--- config.mk ---
export PLATFORM = sky130hd
export DESIGN_NAME = vga_stream_source
export DESIGN_NICKNAME = d
export VERILOG_FILES = /design/src/rtl/vga_stream_source.sv
export SDC_FILE = /design/constraint.sdc
export NUM_CORES = 1
export LEC_CHECK = 0
export CORE_UTILIZATION = 41
export CTS_CLUSTER_SIZE = 12
export DETAILED_ROUTE_END_ITERATION = 6
export PLACE_DENSITY_LB_ADDON = 0.3
export SLEW_MARGIN = 20
export SYNTH_ARGS = -nofsm -noshare
export SYNTH_HDL_FRONTEND = slang
export SYNTH_SLANG_ARGS = --single-unit
--- constraint.sdc ---
create_clock -name clk_clk -period 5.9 [get_ports clk_clk]
set_input_delay 1.18 -clock clk_clk [delete_from_list [all_inputs] [get_ports clk_clk]]
set_output_delay 1.18 -clock clk_clk [all_outputs]
set_load 0.01 [all_outputs]
--- src/rtl/vga_stream_source.sv ---
// vga_stream_source
//   Avalon-ST video source feeding the VGA sink. Camera pixels (RGB444) are
//   captured from a frame-start marker onwards into a small FIFO and replayed
//   as fixed-length packets of WIDTH*HEIGHT beats. A camera frame that
//   overflows the FIFO or restarts early is closed with black padding, so
//   the sink always receives a complete packet.
//
// Ports
//   clk_clk            : single clock
//   reset_reset_n      : asynchronous active-low reset (deassertion synchronised here)
//   pix_valid          : camera pixel strobe
//   pix_data           : camera pixel
//   pix_sof            : first pixel of a camera frame (qualified by pix_valid)
//   out_data           : stream pixel (registered)
//   out_valid          : beat valid (registered)
//   out_startofpacket  : first beat of a packet (registered)
//   out_endofpacket    : last beat of a packet (registered)
//   out_ready          : sink ready, ready latency 0
//   overflow_sticky    : a frame was dropped or padded since reset
//   frame_count        : packets emitted, wraps 255 -> 0
module vga_stream_source #(
  parameter int unsigned WIDTH      = 320,
  parameter int unsigned HEIGHT     = 240,
  parameter int unsigned DATA_W     = 12,
  parameter int unsigned FIFO_DEPTH = 16
) (
  input  logic              clk_clk,
  input  logic              reset_reset_n,
  input  logic              pix_valid,
  input  logic [DATA_W-1:0] pix_data,
  input  logic              pix_sof,
  output logic [DATA_W-1:0] out_data,
  output logic              out_valid,
  output logic              out_startofpacket,
  output logic              out_endofpacket,
  input  logic              out_ready,
  output logic              overflow_sticky,
  output logic [7:0]        frame_count
);

  localparam int unsigned N      = WIDTH * HEIGHT;
  localparam int unsigned CNT_W  = (N > 1) ? $clog2(N) : 1;
  localparam int unsigned WCNT_W = $clog2(N + 1);
  localparam int unsigned AW     = $clog2(FIFO_DEPTH);
  localparam int unsigned OCC_W  = AW + 1;

  typedef enum logic [1:0] {
    WR_IDLE,
    WR_ACTIVE,
    WR_DONE,
    WR_DROP
  } wr_state_t;

  // ---------------------------------------------------------------------------
  // Reset synchroniser: assertion reaches every flop at once, release is
  // aligned to the clock two edges later.
  // ---------------------------------------------------------------------------
  logic [1:0] rst_sync;
  logic       rst_n;

  always_ff @(posedge clk_clk or negedge reset_reset_n) begin
    if (!reset_reset_n) begin
      rst_sync <= '0;
    end else begin
      rst_sync <= {rst_sync[0], 1'b1};
    end
  end

  assign rst_n = rst_sync[1];

  // ---------------------------------------------------------------------------
  // Storage and handshake terms
  // ---------------------------------------------------------------------------
  logic [DATA_W-1:0] mem [FIFO_DEPTH];
  logic [AW-1:0]     wr_ptr;
  logic [AW-1:0]     rd_ptr;
  logic [OCC_W-1:0]  fifo_cnt;
  logic [OCC_W-1:0]  occ;
  logic              fifo_empty;
  logic              room;

  wr_state_t         wr_state;
  logic [WCNT_W-1:0] wr_cnt;
  logic              push;
  logic              abort;

  logic [CNT_W-1:0]  rd_cnt;
  logic              pad_req;
  logic              xfer;
  logic              eop_xfer;
  logic              load;
  logic              beat_avail;
  logic              pop;
  logic              last_beat;

  assign fifo_empty = (fifo_cnt == '0);
  assign xfer       = out_valid && out_ready;
  assign eop_xfer   = xfer && out_endofpacket;
  // The output register refills whenever it is empty or being drained.
  assign load       = !out_valid || out_ready;
  assign beat_avail = !fifo_empty || pad_req;
  assign pop        = load && !fifo_empty;
  assign last_beat  = (rd_cnt == CNT_W'(N - 1));

  // Capacity counts the output register as one of the FIFO_DEPTH slots, and a
  // beat leaving this cycle frees its slot for a pixel arriving this cycle.
  assign occ  = fifo_cnt + OCC_W'(out_valid);
  assign room = (occ - OCC_W'(xfer)) < OCC_W'(FIFO_DEPTH);

  // ---------------------------------------------------------------------------
  // Write-side decisions
  // ---------------------------------------------------------------------------
  always_comb begin
    push  = 1'b0;
    abort = 1'b0;
    case (wr_state)
      // The previous packet has fully left before WR_IDLE is re-entered, so
      // the FIFO always has room for the first pixel of a frame.
      WR_IDLE: push = pix_valid && pix_sof;
      WR_ACTIVE: begin
        if (pix_valid) begin
          if (pix_sof || !room) begin
            abort = 1'b1;
          end else begin
            push = 1'b1;
          end
        end
      end
      default: begin
        push  = 1'b0;
        abort = 1'b0;
      end
    endcase
  end

  always_ff @(posedge clk_clk or negedge rst_n) begin
    if (!rst_n) begin
      wr_state        <= WR_IDLE;
      wr_cnt          <= '0;
      overflow_sticky <= 1'b0;
    end else begin
      case (wr_state)
        WR_IDLE: begin
          if (push) begin
            wr_cnt   <= WCNT_W'(1);
            wr_state <= (N == 1) ? WR_DONE : WR_ACTIVE;
          end
        end
        WR_ACTIVE: begin
          if (abort) begin
            overflow_sticky <= 1'b1;
            wr_state        <= WR_DROP;
          end else if (push) begin
            wr_cnt <= wr_cnt + WCNT_W'(1);
            if (wr_cnt == WCNT_W'(N - 1)) begin
              wr_state <= WR_DONE;
            end
          end
        end
        default: begin
          // WR_DONE / WR_DROP: camera input ignored until the packet has left.
          if (eop_xfer) begin
            wr_state <= WR_IDLE;
          end
        end
      endcase
    end
  end

  // ---------------------------------------------------------------------------
  // FIFO
  // ---------------------------------------------------------------------------
  always_ff @(posedge clk_clk) begin
    if (push) begin
      mem[wr_ptr] <= pix_data;
    end
  end

  always_ff @(posedge clk_clk or negedge rst_n) begin
    if (!rst_n) begin
      wr_ptr   <= '0;
      rd_ptr   <= '0;
      fifo_cnt <= '0;
    end else begin
      if (push) begin
        wr_ptr <= wr_ptr + AW'(1);
      end
      if (pop) begin
        rd_ptr <= rd_ptr + AW'(1);
      end
      fifo_cnt <= fifo_cnt + OCC_W'(push) - OCC_W'(pop);
    end
  end

  // ---------------------------------------------------------------------------
  // Output register
  //   rd_cnt is the packet index of the next beat entering the output
  //   register; since that register only refills on a transfer or when empty,
  //   sop/eop derived from it always describe the beat being presented.
  //   pad_req is dropped as soon as the end-of-packet beat is committed, so at
  //   rd_cnt==0 a set pad_req can only belong to a frame that aborted before
  //   any of its beats was sent.
  // ---------------------------------------------------------------------------
  always_ff @(posedge clk_clk or negedge rst_n) begin
    if (!rst_n) begin
      out_data          <= '0;
      out_valid         <= 1'b0;
      out_startofpacket <= 1'b0;
      out_endofpacket   <= 1'b0;
      rd_cnt            <= '0;
      pad_req           <= 1'b0;
      frame_count       <= '0;
    end else begin
      if (eop_xfer) begin
        frame_count <= frame_count + 8'd1;
      end

      if (load) begin
        if (beat_avail) begin
          out_valid         <= 1'b1;
          out_data          <= fifo_empty ? '0 : mem[rd_ptr];
          out_startofpacket <= (rd_cnt == '0);
          out_endofpacket   <= last_beat;
          rd_cnt            <= last_beat ? '0 : rd_cnt + CNT_W'(1);
        end else begin
          out_valid         <= 1'b0;
          out_startofpacket <= 1'b0;
          out_endofpacket   <= 1'b0;
        end
      end

      if (abort) begin
        pad_req <= 1'b1;
      end else if (load && beat_avail && last_beat) begin
        pad_req <= 1'b0;
      end
    end
  end

endmodule

# Yosys cells after proc, flatten, opt, wreduce, memory -nomap -nowiden
# Memory sizes are Yosys's and may differ from the RTL's.
# Cells that the tools add are included.
# Widths: inputs -> output; s select.
# word_totals
latchBits,0
mem_count,1
output_inout_bits,24
elab_cells,80
ramBits,192
romBits,0
ff_bits,76
in_bits,17
# op_classes
bitwise,0
n_mul,0
muxes,25
n_shift,0
div,0
magnitude_cmp,1
add_sub_neg,9
eq_ne,8
reduce_logical,22
# mem_list
memory,words,word_bits,rd,rd_ports_with_merged_regs,wr,line,source
mem,16,12,1,0,1,74,logic [DATA_W-1:0] mem [FIFO_DEPTH];
# ops
operator,count
$mux 17,4
$add 17x1->17 const B,2
$eq 17x17->1 const B,2
$pmux 17 s2,1
$logic_not 17->1,1
$mux 1,12
$mux 12,1
$add 5x1->5,2
$mux 2,5
$sub 5x1->5,2
$add 4x1->4 const B,2
$add 8x1->8 const B,1
$reduce_and 4->1,2
$logic_and 1x1->1,6
$ne 2x2->1 const B,3
$ne 3x3->1 const B,2
$logic_not 5->1,1
$lt 5x5->1 const B,1
$pmux 2 s2,1
$reduce_and 2->1,2
$reduce_bool 2->1,2
$logic_not 1->1,3
$logic_or 1x1->1,3
$reduce_bool 3->1,1
3 further kinds,3

# Logic depth before layout (Yosys ltp)
# Gate-level depths: netlist (run 1).
# logic_depth
word_depth,11
depth_mapped,18

# Worst setup path before layout (run 1)
# Ideal clock, no wire load.
# synth_path
path_type,input -> register
start,input out_ready
end,register fifo_cnt[4]
t_arrival_ns,3.919
slack_ns,1.848
t_required_ns,5.767
path_stages,18
setup_ns,0.133
path_cell_list,and2_1 > ha_1 > inv_1 > ha_1 > nand3b_1 > a22oi_4 > mux2_4 > nor2_1 > ha_1 > inv_1 > ha_1 > inv_1 > fa_1 > inv_1 > a21oi_1 > nor2_1 > nor2_1 > xnor2_1
# synth_via
elab_chain_len,10
word_cells_on_any_way,12
cone_classes,3 x add/sub; 1 x order compare; 3 x mux; 5 x reduce/logical
# synth_rtl
item,line,source
"start, declared",36,"input logic out_ready,"
$logic_and 1x1->1,97,assign xfer = out_valid && out_ready;
$sub 5x1->5,108,assign room = (occ - OCC_W'(xfer)) < OCC_W'(FIFO_DEPTH);
$lt 5x5->1,108,
$logic_not 1->1,122,if (pix_sof || !room) begin
$logic_or 1x1->1,122,
$mux 1,122,
$mux 1,121,if (pix_valid) begin
$pmux 1 s2,116,case (wr_state)
$add 5x1->5,191,fifo_cnt <= fifo_cnt + OCC_W'(push) - OCC_W'(pop);
$sub 5x1->5 (*),191,
"end signal, assigned",191,
"end, declared",77,logic [OCC_W-1:0] fifo_cnt;
# Every way passes the cells marked *; elsewhere a longest branch is shown, timed or not.
# A chain may end at the register's enable or synchronous reset.

# Worst setup path in the final report (run 1)
# Ends and elaborated chain as after synthesis.

==> results of run 1 <==
[cells by family after synthesis]
| logic type | after synthesis | share of synthesized area (%) |
|---|---|---|
| adders and majority gates | 18 | 2.105 |
| and+or+nand+nor | 155 | 7.483 |
| buffers and inverters | 51 | 1.890 |
| AOI/OAI and AO/OA | 65 | 3.905 |
| xor gates and xnor gates | 33 | 2.615 |
| DFF | 268 | 69.37 |
| other | 1 | 0.03393 |
| muxes | 77 | 12.60 |
[state kept, by name, indices dropped and copies added, names as in the netlist]
signal and cells:
fifo_cnt 5, frame_count 8, mem 192, out_data 12, out_endofpacket 1, out_startofpacket 1
out_valid 1, overflow_sticky 1, pad_req 1, rd_cnt 17, rd_ptr 4, rst_sync 2
wr_cnt 17, wr_ptr 4, wr_state 2
[metrics by stage]
step | worst slack, ns | std cells | cell area (µm²)
after floorplan | 1.848 | 668 | 11050
after global placement | 1.055 | 1021 | 11830
after detailed placement | 0.9864 | 1021 | 11830
after CTS | 1.475 | 1073 | 12740
after global routing | 1.208 | 1073 | 12770
final | 1.482 | 1073 | 12770
[worst paths after layout]
kind / start / end / slack (ns) / cells after the start
setup / recovery: out_ready / fifo_cnt[4] / 1.48 / 19
hold / removal: rst_sync[1] / wr_cnt[5] / 0.13 / 0
setup reg to reg: out_valid / fifo_cnt[4] / 2.23 / 18
hold reg to reg: rst_sync[1] / wr_cnt[5] / 0.13 / 0
max in group asynchronous: rst_sync[1] / rd_ptr[0] / 4.57 / 1
min in group clk_clk: rst_sync[0] / rst_sync[1] / 0.35 / 0
[cell usage in the layout (no fill, tap or decap), drive strengths merged, types with 2 or more instances in the layout]
master,instances
a21oi,18
o22ai,2
a21o,4
nor4b,2
and2,2
nand3b,3
o221ai,11
nand3,9
clkinv,3
mux2i,24
nor3,20
nand4,15
xor2,10
o21ai,17
mux4,49
nand2,33
dfrtp,76
clkdlybuf4s50,40
or2,2
o31ai,5
nor4,3
and3,7
and4,3
mux2,4
buf,6
clkbuf,48
inv,23
ha,17
or3,11
nand2b,4
xnor2,23
or4,6
edfxtp,192
o21bai,2
nor2,32
[layout make-up]
| cell class | count | area (µm²) |
|---|---|---|
| Fill cell | 2181 | 13510 |
| Inverter | 23 | 86.33 |
| Timing Repair Buffer | 46 | 445.4 |
| Clock inverter | 4 | 45.04 |
| Multi-Input combinational cell | 349 | 3244 |
| Clock buffer | 48 | 858.3 |
| Sequential cell | 268 | 7676 |
| Tap cell | 335 | 419.2 |
[where the power goes]
| part | internal (mW) | switching, mW |
|---|---|---|
| Clock | 1.03 | 0.697 |
| Combinational | 0.683 | 0.674 |
| Sequential | 2.16 | 0.215 |
[layer usage]
layer,wire length (µm),global-route usage (%),share of wire (%)
met1,10230,23.90,44
met2,11610,28.77,50
met3,1096,2.502,4.7
met4,396,3.738,1.7
met5,0,0,0
==> metrics.log, run 1 <==
INFO  metric yosys_warnings = 0
INFO  metric path_buf_inv = 5
INFO  metric ys_seq_elements = 268
INFO  metric netlist_top_cells_count = sky130_fd_sc_hd__edfxtp_1 (192), sky130_fd_sc_hd__dfrtp_1 (76), sky130_fd_sc_hd__mux4_2 (49)
INFO  metric via_count = 5,998
INFO  metric synth_enable_flop_cells = 192
INFO  metric final.setup.tns = 0 ns
INFO  metric worst_path_largest_cell_delay = 0.52 ns
INFO  metric layout.nets = 751
INFO  metric timing.setup.critical_path_class = input port to flip-flop
INFO  metric failed_checks = DRC
INFO  metric first_global_vias = 6,253
INFO  metric rsz0062_at_grt = false
INFO  metric fmaxAchievable = 226.4 MHz
INFO  metric max_cap_violations = 0
INFO  metric drtIter0Drc = 445
INFO  metric netlist_area = 0.01105 mm²
INFO  metric synth_top_area_share = 52.16%
INFO  metric count_leader_synth = sky130_fd_sc_hd__edfxtp_1
INFO  metric synth.yosys.seq_area_share = 69.37%
INFO  metric post-route-period-util = 74.88%
INFO  metric critPathTopFamily = adder cells
INFO  metric min-delay-path-class = flip-flop to asynchronous set/reset pin
INFO  metric tritoncts = yes
INFO  metric count_of_clock_tree_sinks = 268
INFO  metric globalRoute.totalOverflow = 0
INFO  metric synth_top_cell_by_area = sky130_fd_sc_hd__edfxtp_1
INFO  metric cp-end-kind = flip-flop
INFO  metric antenna_cell_count = 0
INFO  metric final_core_util = 48.61%
INFO  metric worstPathArrival = 4.81 ns
INFO  metric crit_fanout = 10
INFO  metric power.density_cell_area = 427.4 mW/mm²
INFO  metric status = complete, but fails checks
INFO  metric final_max_slew_viol_count = 0
INFO  metric rows = 59
INFO  metric vias_per_cell = 5.590
INFO  metric die_height = 166.2 µm
INFO  metric synthDistinctLibCells = 53
INFO  metric leakage = 4.470 nW
INFO  metric critical_path_rt = 6.30 ns
INFO  metric clockBufferDepth = 3
INFO  metric synth_nets = 703
INFO  metric max_slew.worst_pin.slew = 1.004 ns
INFO  metric design.core.area = 0.02628 mm²
INFO  metric grt_start_max_net_pins = 67
INFO  metric grt_first_pass_wirelength = 36.54 mm
INFO  metric synth.area.top_cells = sky130_fd_sc_hd__edfxtp_1 (52%), sky130_fd_sc_hd__dfrtp_1 (17%), sky130_fd_sc_hd__mux4_2 (10%), sky130_fd_sc_hd__mux2i_1 (2.2%), sky130_fd_sc_hd__ha_1 (1.9%)
INFO  metric post_route_total_power = 5.460 mW
INFO  metric clock_latency = 0.54 ns
INFO  metric global_route.usage.total = 17.18%
INFO  metric root_buffer = sky130_fd_sc_hd__clkbuf_16
INFO  metric hold_violations = 0
INFO  metric worst_setup_path_start_kind = input port
INFO  metric skew = 0.01596 ns
INFO  metric path_cells = clkdlybuf4s50_1 > and2_1 > ha_1 > inv_1 > ha_1 > nand3b_1 > a22oi_4 > mux2_4 > nor2_1 > ha_1 > inv_1 > ha_1 > inv_1 > fa_1 > inv_1 > a21oi_1 > nor2_1 > nor2_1 > xnor2_1
INFO  metric grt_antenna_before_repair = 0
INFO  metric worst_path_max_delay_cell = sky130_fd_sc_hd__clkdlybuf4s50_1
INFO  metric antenna_left = 0
INFO  metric numPortBuffers = 40
INFO  metric residual_drc_count = 5
INFO  metric finalWorstPathRequiredPeriod = 4.418 ns
INFO  metric finalSetupViolCount = 0
INFO  metric gp_congestion = 0.8462
INFO  metric detail_route.wl_per_cell = 21.74 µm
INFO  metric drive_above_1_share = 17.34%
INFO  metric ys_async_sr_fraction = 28.36%
INFO  metric cts.reportedPaths.clkPinSlew = 0.06 ns
INFO  metric post-dp-hpwl = 15.16 mm
INFO  metric drt_wl_total = 23.33 mm
INFO  metric die_w = 166.2 µm
INFO  metric post-cts-setup-buffers = 0
INFO  metric dieArea = 0.02762 mm²
INFO  metric syn_to_final_growth = 15.58%
INFO  metric postCtsResizedCells = 0
INFO  metric synth-main-ff-cell = sky130_fd_sc_hd__edfxtp_1
INFO  metric initial_utilization = 42.06%
INFO  metric cts_hold_repair.buffers = 0
INFO  metric maxSlewHeadroom = 32.71%
INFO  metric drt_pre_antenna_iters = 6
INFO  metric clock_tree.htree_level_count = 1
INFO  metric power.ir.vdd_worst = 0.2058 mV
INFO  metric average_instance_area_after_synthesis = 16.55 µm²
INFO  metric top_level_ports = 41
INFO  metric syn-instance-count = 668
INFO  metric tritoncts.num_buffers = 28
INFO  metric fin_worst_hold_slack = 0.1330 ns
No activity file was read; power rests on OpenSTA's default activity.
==> run 2: changes to the inputs <==
==> constraint.sdc (replaced) <==
create_clock -name clk_clk -period 4.49 [get_ports clk_clk]
set_input_delay 0.898 -clock clk_clk [delete_from_list [all_inputs] [get_ports clk_clk]]
set_output_delay 0.898 -clock clk_clk [all_outputs]
set_load 0.01 [all_outputs]
==> run 2 against run 1 <==
The run still ends with DRC left. Setup slack worse by 0.85 ns. Routed wire length is 4.5% lower. Sequential power increased by 33%. Largest power group unchanged. Critical endpoint unchanged. Via count grew 1.4%. Critical path depth unchanged. Cell count grew 1.7%. Clock power is 25% higher. Final area increased by 0.70%. Count of clock-buffer cells in the layout decreased by 4.
==> metrics.log, run 2 (synthesized netlist as in run 1, its figures left out) <==
INFO  metric layout_commonest_cell = sky130_fd_sc_hd__edfxtp_1
INFO  metric leakage = 4.556 nW
INFO  metric syn_to_final_growth = 16.39%
INFO  metric numPortBuffers = 40
INFO  metric globalRoute.totalOverflow = 0
INFO  metric grt_antenna_before_repair = 0
INFO  metric worst_path_max_delay_cell = sky130_fd_sc_hd__clkdlybuf4s50_1
INFO  metric post-cts-setup-buffers = 0
INFO  metric multi_input_comb_area = 0.003216 mm²
INFO  metric worst_path_largest_cell_delay = 0.51 ns
INFO  metric preCtsSetupSlack = 0.1143 ns
INFO  metric power.density_cell_area = 545.4 mW/mm²
INFO  metric reg_top3 = mem x192, rd_cnt x17, wr_cnt x17
INFO  metric top_level_ports = 41
INFO  metric cts_hold_repair.buffers = 0
INFO  metric crit_fanout = 10
INFO  metric design.core.area = 0.02628 mm²
INFO  metric rows = 59
INFO  metric grt_start_max_net_pins = 75
INFO  metric clock_tree.htree_level_count = 1
INFO  metric residual_drc_count = 5
INFO  metric antenna_cell_count = 0
INFO  metric min-delay-path-class = flip-flop to asynchronous set/reset pin
INFO  metric clock_latency = 0.55 ns
INFO  metric die_w = 166.2 µm
INFO  metric post-route-period-util = 85.94%
INFO  metric critPathTopFamily = adder cells
INFO  metric skew = 0.02305 ns
INFO  metric gp_congestion = 0.8068
INFO  metric final_setup_slack_of_the_worst_path = 0.6313 ns
INFO  metric hold_violations = 0
INFO  metric post-dp-hpwl = 14.36 mm
INFO  metric final_max_slew_viol_count = 0
INFO  metric failed_checks = DRC
INFO  metric clockBufferDepth = 3
INFO  metric cp-end-kind = flip-flop
INFO  metric timing.setup.critical_path_class = input port to flip-flop
INFO  metric antenna_left = 0
INFO  metric first_global_vias = 6,273
INFO  metric power.ir.vdd_worst = 0.4083 mV
INFO  metric path_cells = clkdlybuf4s50_1 > and2_1 > ha_1 > inv_1 > ha_1 > nand3b_1 > a22oi_4 > mux2_4 > nor2_1 > ha_1 > inv_1 > ha_1 > inv_1 > fa_1 > inv_1 > a21oi_1 > nor2_1 > nor2_1 > xnor2_1
INFO  metric max_cap_violations = 0
INFO  metric root_buffer = sky130_fd_sc_hd__clkbuf_16
INFO  metric initial_utilization = 42.06%
INFO  metric count_of_clock_tree_sinks = 268
INFO  metric largest-register = mem
INFO  metric max_slew.worst_pin.slew = 1.087 ns
INFO  metric tritoncts = yes
INFO  metric finalSetupViolCount = 0
INFO  metric tritoncts.num_buffers = 28
INFO  metric status = complete, but fails checks
INFO  metric flip_flop_count_of_the_largest_register_all_copies_and_words_added = 192
INFO  metric vias_per_cell = 5.573
INFO  metric drive_above_1_share = 17.99%
INFO  metric maxSlewHeadroom = 27.11%
INFO  metric via_count = 6,080
INFO  metric fmaxAchievable = 259.2 MHz
INFO  metric postCtsResizedCells = 0
INFO  metric sequential_cell_area = 0.007675 mm²
INFO  metric worst_setup_path_start_kind = input port
INFO  metric die_height = 166.2 µm
INFO  metric drtIter0Drc = 375
INFO  metric layout.cells.most_common_list = sky130_fd_sc_hd__edfxtp_1 (192), sky130_fd_sc_hd__dfrtp_1 (72), sky130_fd_sc_hd__mux4_2 (49)
INFO  metric final.setup.tns = 0 ns
INFO  metric nFillCells = 2,195
INFO  metric rsz0062_at_grt = false
INFO  metric detail_route.wl_per_cell = 20.43 µm
INFO  metric critical_path_rt = 4.90 ns
INFO  metric worstPathArrival = 4.27 ns
INFO  metric path_buf_inv = 5
INFO  metric global_route.usage.total = 16.70%
INFO  metric grt_first_pass_wirelength = 35.64 mm
INFO  metric drt_pre_antenna_iters = 7
INFO  metric finalWorstPathRequiredPeriod = 3.859 ns
INFO  metric drt_wl_total = 22.29 mm
INFO  metric layout.nets = 770
INFO  metric cts.reportedPaths.clkPinSlew = 0.06 ns
INFO  metric dieArea = 0.02762 mm²
## run 2: power by group
group	internal, mW	switching [mW]	total (mW)
clock network	1.22	0.926	2.15
logic	0.910	0.796	1.71
registers	2.84	0.321	3.16
## run 2: final cells by class
cell class / instances / area share (%)
clock inverter: 7 / 0.3696
multi-input combinational: 349 / 25.00
sequential: 268 / 59.66
clock buffer: 44 / 6.224
timing repair buffer: 65 / 4.824
inverter: 23 / 0.6711
tap: 335 / 3.258
## run 2: worst paths after layout
| check | from | end | slack [ns] | cells after the start |
|---|---|---|---|---|
| max in group asynchronous | rst_sync[1] | rd_ptr[2] | 3.67 | 1 |
| min reg2reg | rst_sync[1] | wr_ptr[1] | 0.22 | 0 |
| min in group clk_clk | rst_sync[0] | rst_sync[1] | 0.37 | 0 |
| min | rst_sync[1] | wr_ptr[1] | 0.22 | 0 |
| max | out_ready | fifo_cnt[4] | 0.63 | 19 |
| max reg2reg | out_valid | fifo_cnt[4] | 1.08 | 18 |
## run 2: metal layers
layer	GRT usage, %	share of wire, %	wire length [µm]	up-vias
li1	-	-	-	2732
met1	22.62	43	9552	3140
met2	28.23	50	11140	158
met3	2.788	5.0	1105	50
met4	3.941	2.2	492	0
met5	0	0	0	-
## run 2: through the flow
step / power [mW] / util (%) / hold slack, ns / cell area (µm²) / instances
finish: 7.017 / 48.95 / 0.2191 / 12860 / 1091
global route: 7.334 / 48.95 / 0.2421 / 12860 / 1091
detailed placement: 4.935 / 45.59 / 0.3364 / 11980 / 1039
floorplan: 4.362 / - / 0.3312 / 11050 / 668
global placement: 4.882 / 45.59 / 0.3398 / 11980 / 1039
CTS: 7.081 / 48.81 / 0.3687 / 12830 / 1090
==> run 3: changes to the inputs <==
==> constraint.sdc (replaced) <==
create_clock -name clk_clk -period 4.49 [get_ports clk_clk]
set_input_delay 0.6735 -clock clk_clk [delete_from_list [all_inputs] [get_ports clk_clk]]
set_output_delay 0.6735 -clock clk_clk [all_outputs]
set_load 0.01 [all_outputs]
==> run 3 against run 2 <==
Largest cell class unchanged. Clock power is essentially flat. Clock skew fell by 0.0061 ns. The run still ends with DRC left. Flip-flop and latch count unchanged. Critical endpoint is now mem[7][10].
==> metrics.log, run 3 (synthesized netlist as in run 1, its figures left out) <==
INFO  metric status = complete, but fails checks
INFO  metric failed_checks = DRC
INFO  metric path_cells = clkdlybuf4s50_1 > and2_1 > ha_1 > inv_1 > ha_1 > nand3b_1 > a22oi_4 > mux2_4 > o21ai_0 > nor2_1
INFO  metric grt_antenna_before_repair = 0
INFO  metric largest-register = mem
INFO  metric die_height = 166.2 µm
INFO  metric fmaxAchievable = 273.7 MHz
INFO  metric post_route_total_power = 7.065 mW
INFO  metric vias_per_cell = 5.550
INFO  metric cts.reportedPaths.clkPinSlew = 0.06 ns
INFO  metric drt_wl_total = 22.59 mm
INFO  metric flip_flop_count_of_the_largest_register_all_copies_and_words_added = 192
INFO  metric timing.setup.critical_path_class = input port to flip-flop
INFO  metric placed_area = 0.01191 mm²
INFO  metric crit_start = out_ready
INFO  metric globalRoute.totalOverflow = 0
INFO  metric global_route.usage.total = 16.68%
INFO  metric skew = 0.01691 ns
INFO  metric grt_first_pass_wirelength = 35.35 mm
INFO  metric grt_start_max_net_pins = 75
INFO  metric clock_tree.htree_level_count = 1
INFO  metric power.ir.vdd_worst = 0.2762 mV
INFO  metric count_of_clock_tree_sinks = 268
INFO  metric ff2ff_path_depth = 9
INFO  metric final_max_slew_viol_count = 0
INFO  metric cts_hold_repair.buffers = 0
INFO  metric antenna_cell_count = 0
INFO  metric residual_drc_count = 5
INFO  metric rows = 59
INFO  metric worst_setup_path_start_kind = input port
INFO  metric max_cap_violations = 0
INFO  metric maxSlewHeadroom = 29.33%
INFO  metric design.core.area = 0.02628 mm²
INFO  metric numPortBuffers = 40
INFO  metric worstPathArrival = 3.82 ns
INFO  metric max_slew.worst_pin.slew = 1.031 ns
INFO  metric finalWorstPathRequiredPeriod = 3.653 ns
INFO  metric drtIter0Drc = 447
INFO  metric die_w = 166.2 µm
INFO  metric hold_violations = 0
INFO  metric min-delay-path-class = flip-flop to asynchronous set/reset pin
INFO  metric crit_fanout = 12
INFO  metric post-route-period-util = 81.36%
INFO  metric tritoncts = yes
INFO  metric preCtsSetupSlack = 0.3453 ns
INFO  metric critical_path_rt = 4.66 ns
INFO  metric syn_to_final_growth = 15.99%
INFO  metric worst_path_max_delay_cell = sky130_fd_sc_hd__o21ai_0
INFO  metric timing.rr.start = out_valid
INFO  metric worst_path_largest_cell_delay = 0.76 ns
INFO  metric first_global_vias = 6,156
INFO  metric initial_utilization = 42.06%
INFO  metric fin_worst_hold_slack = 0.2422 ns
INFO  metric final_setup_slack_of_the_worst_path = 0.8368 ns
INFO  metric root_buffer = sky130_fd_sc_hd__clkbuf_16
INFO  metric tritoncts.num_buffers = 28
INFO  metric finalSetupViolCount = 0
INFO  metric layout.cells.most_common_list = sky130_fd_sc_hd__edfxtp_1 (192), sky130_fd_sc_hd__dfrtp_1 (73), sky130_fd_sc_hd__mux4_2 (49)
INFO  metric final_design_area_no_fill = 0.01282 mm²
INFO  metric timing.reg2reg.setup_slack = 1.05 ns
INFO  metric clock_latency = 0.54 ns
INFO  metric post-cts-setup-buffers = 0
INFO  metric gp_congestion = 0.8159
INFO  metric top_level_ports = 41
INFO  metric postCtsResizedCells = 0
INFO  metric final.setup.tns = 0 ns
INFO  metric power.density_cell_area = 551.1 mW/mm²
INFO  metric crit_path_frequent_cell = sky130_fd_sc_hd__ha_1
INFO  metric path_buf_inv = 2
INFO  metric cp-end-kind = flip-flop
INFO  metric layout.nets = 761
INFO  metric via_count = 6,011
INFO  metric drive_above_1_share = 17.38%
INFO  metric regToRegEndpoint = mem[7][10]
INFO  metric drt_pre_antenna_iters = 7
INFO  metric reg_top3 = mem x192, rd_cnt x17, wr_cnt x17
INFO  metric post-dp-hpwl = 14.73 mm
INFO  metric layout_commonest_cell = sky130_fd_sc_hd__edfxtp_1
INFO  metric rsz0062_at_grt = false
INFO  metric antenna_left = 0
INFO  metric clockBufferDepth = 3
INFO  metric leakage = 4.519 nW
INFO  metric critPathTopFamily = compound AO/OA/AOI/OAI gates
INFO  metric dieArea = 0.02762 mm²
INFO  metric detail_route.wl_per_cell = 20.85 µm
==> run 3: cell count changes in the layout (fill, tap and decap cells not counted), sizes merged <==
| cell | previous run | this run |
|---|---|---|
| buf | 25 | 16 |
| bufinv | 0 | 1 |
| clkbuf | 44 | 45 |
| inv | 24 | 23 |
==> run 3: worst max path at each step <==
| stage | end | depth (start not counted) | slack (ns) |
|---|---|---|---|
| after floorplan | fifo_cnt[4] | 18 | 0.94 |
| after global placement | fifo_cnt[4] | 19 | 0.38 |
| after detailed placement | mem[11][5] | 10 | 0.35 |
| after CTS | fifo_cnt[4] | 19 | 0.89 |
| after global routing | fifo_cnt[4] | 19 | 0.68 |
| final | mem[7][10] | 10 | 0.84 |
==> run 3: layer usage <==
metal | global-route usage [%] | part of all wire [%] | vias to the layer above
met1 | 22.45 | 44 | 3093
met5 | 0 | 0 | -
li1 | - | - | 2702
met4 | 4.307 | 2.4 | 0
met3 | 3.622 | 5.8 | 43
met2 | 27.55 | 48 | 173
==> run 3: cell type report <==
cell class,count,area [µm²]
tap,335,419.2
timing repair buffer,56,553.0
inverter,23,86.33
sequential,268,7674
clock buffer,45,794.5
clock inverter,7,72.57
fill,2178,13460
multi-input combinational,349,3222
==> run 3: stage by stage <==
stage               utilization [%]  instances
finish                        48.79       1083
global route                  48.79       1083
CTS                           48.62       1082
detailed placement            45.32       1030
global placement              45.32       1030
floorplan                         -        668
==> run 3: power breakdown <==
| part | total (mW) | switching, mW | internal, mW | leakage, nW |
|---|---|---|---|---|
| Combinational | 1.72 | 0.809 | 0.915 | 1.42 |
| Clock | 2.18 | 0.910 | 1.27 | 0.419 |
| Sequential | 3.16 | 0.323 | 2.84 | 2.68 |
| Total | 7.07 | 2.04 | 5.02 | 4.52 |
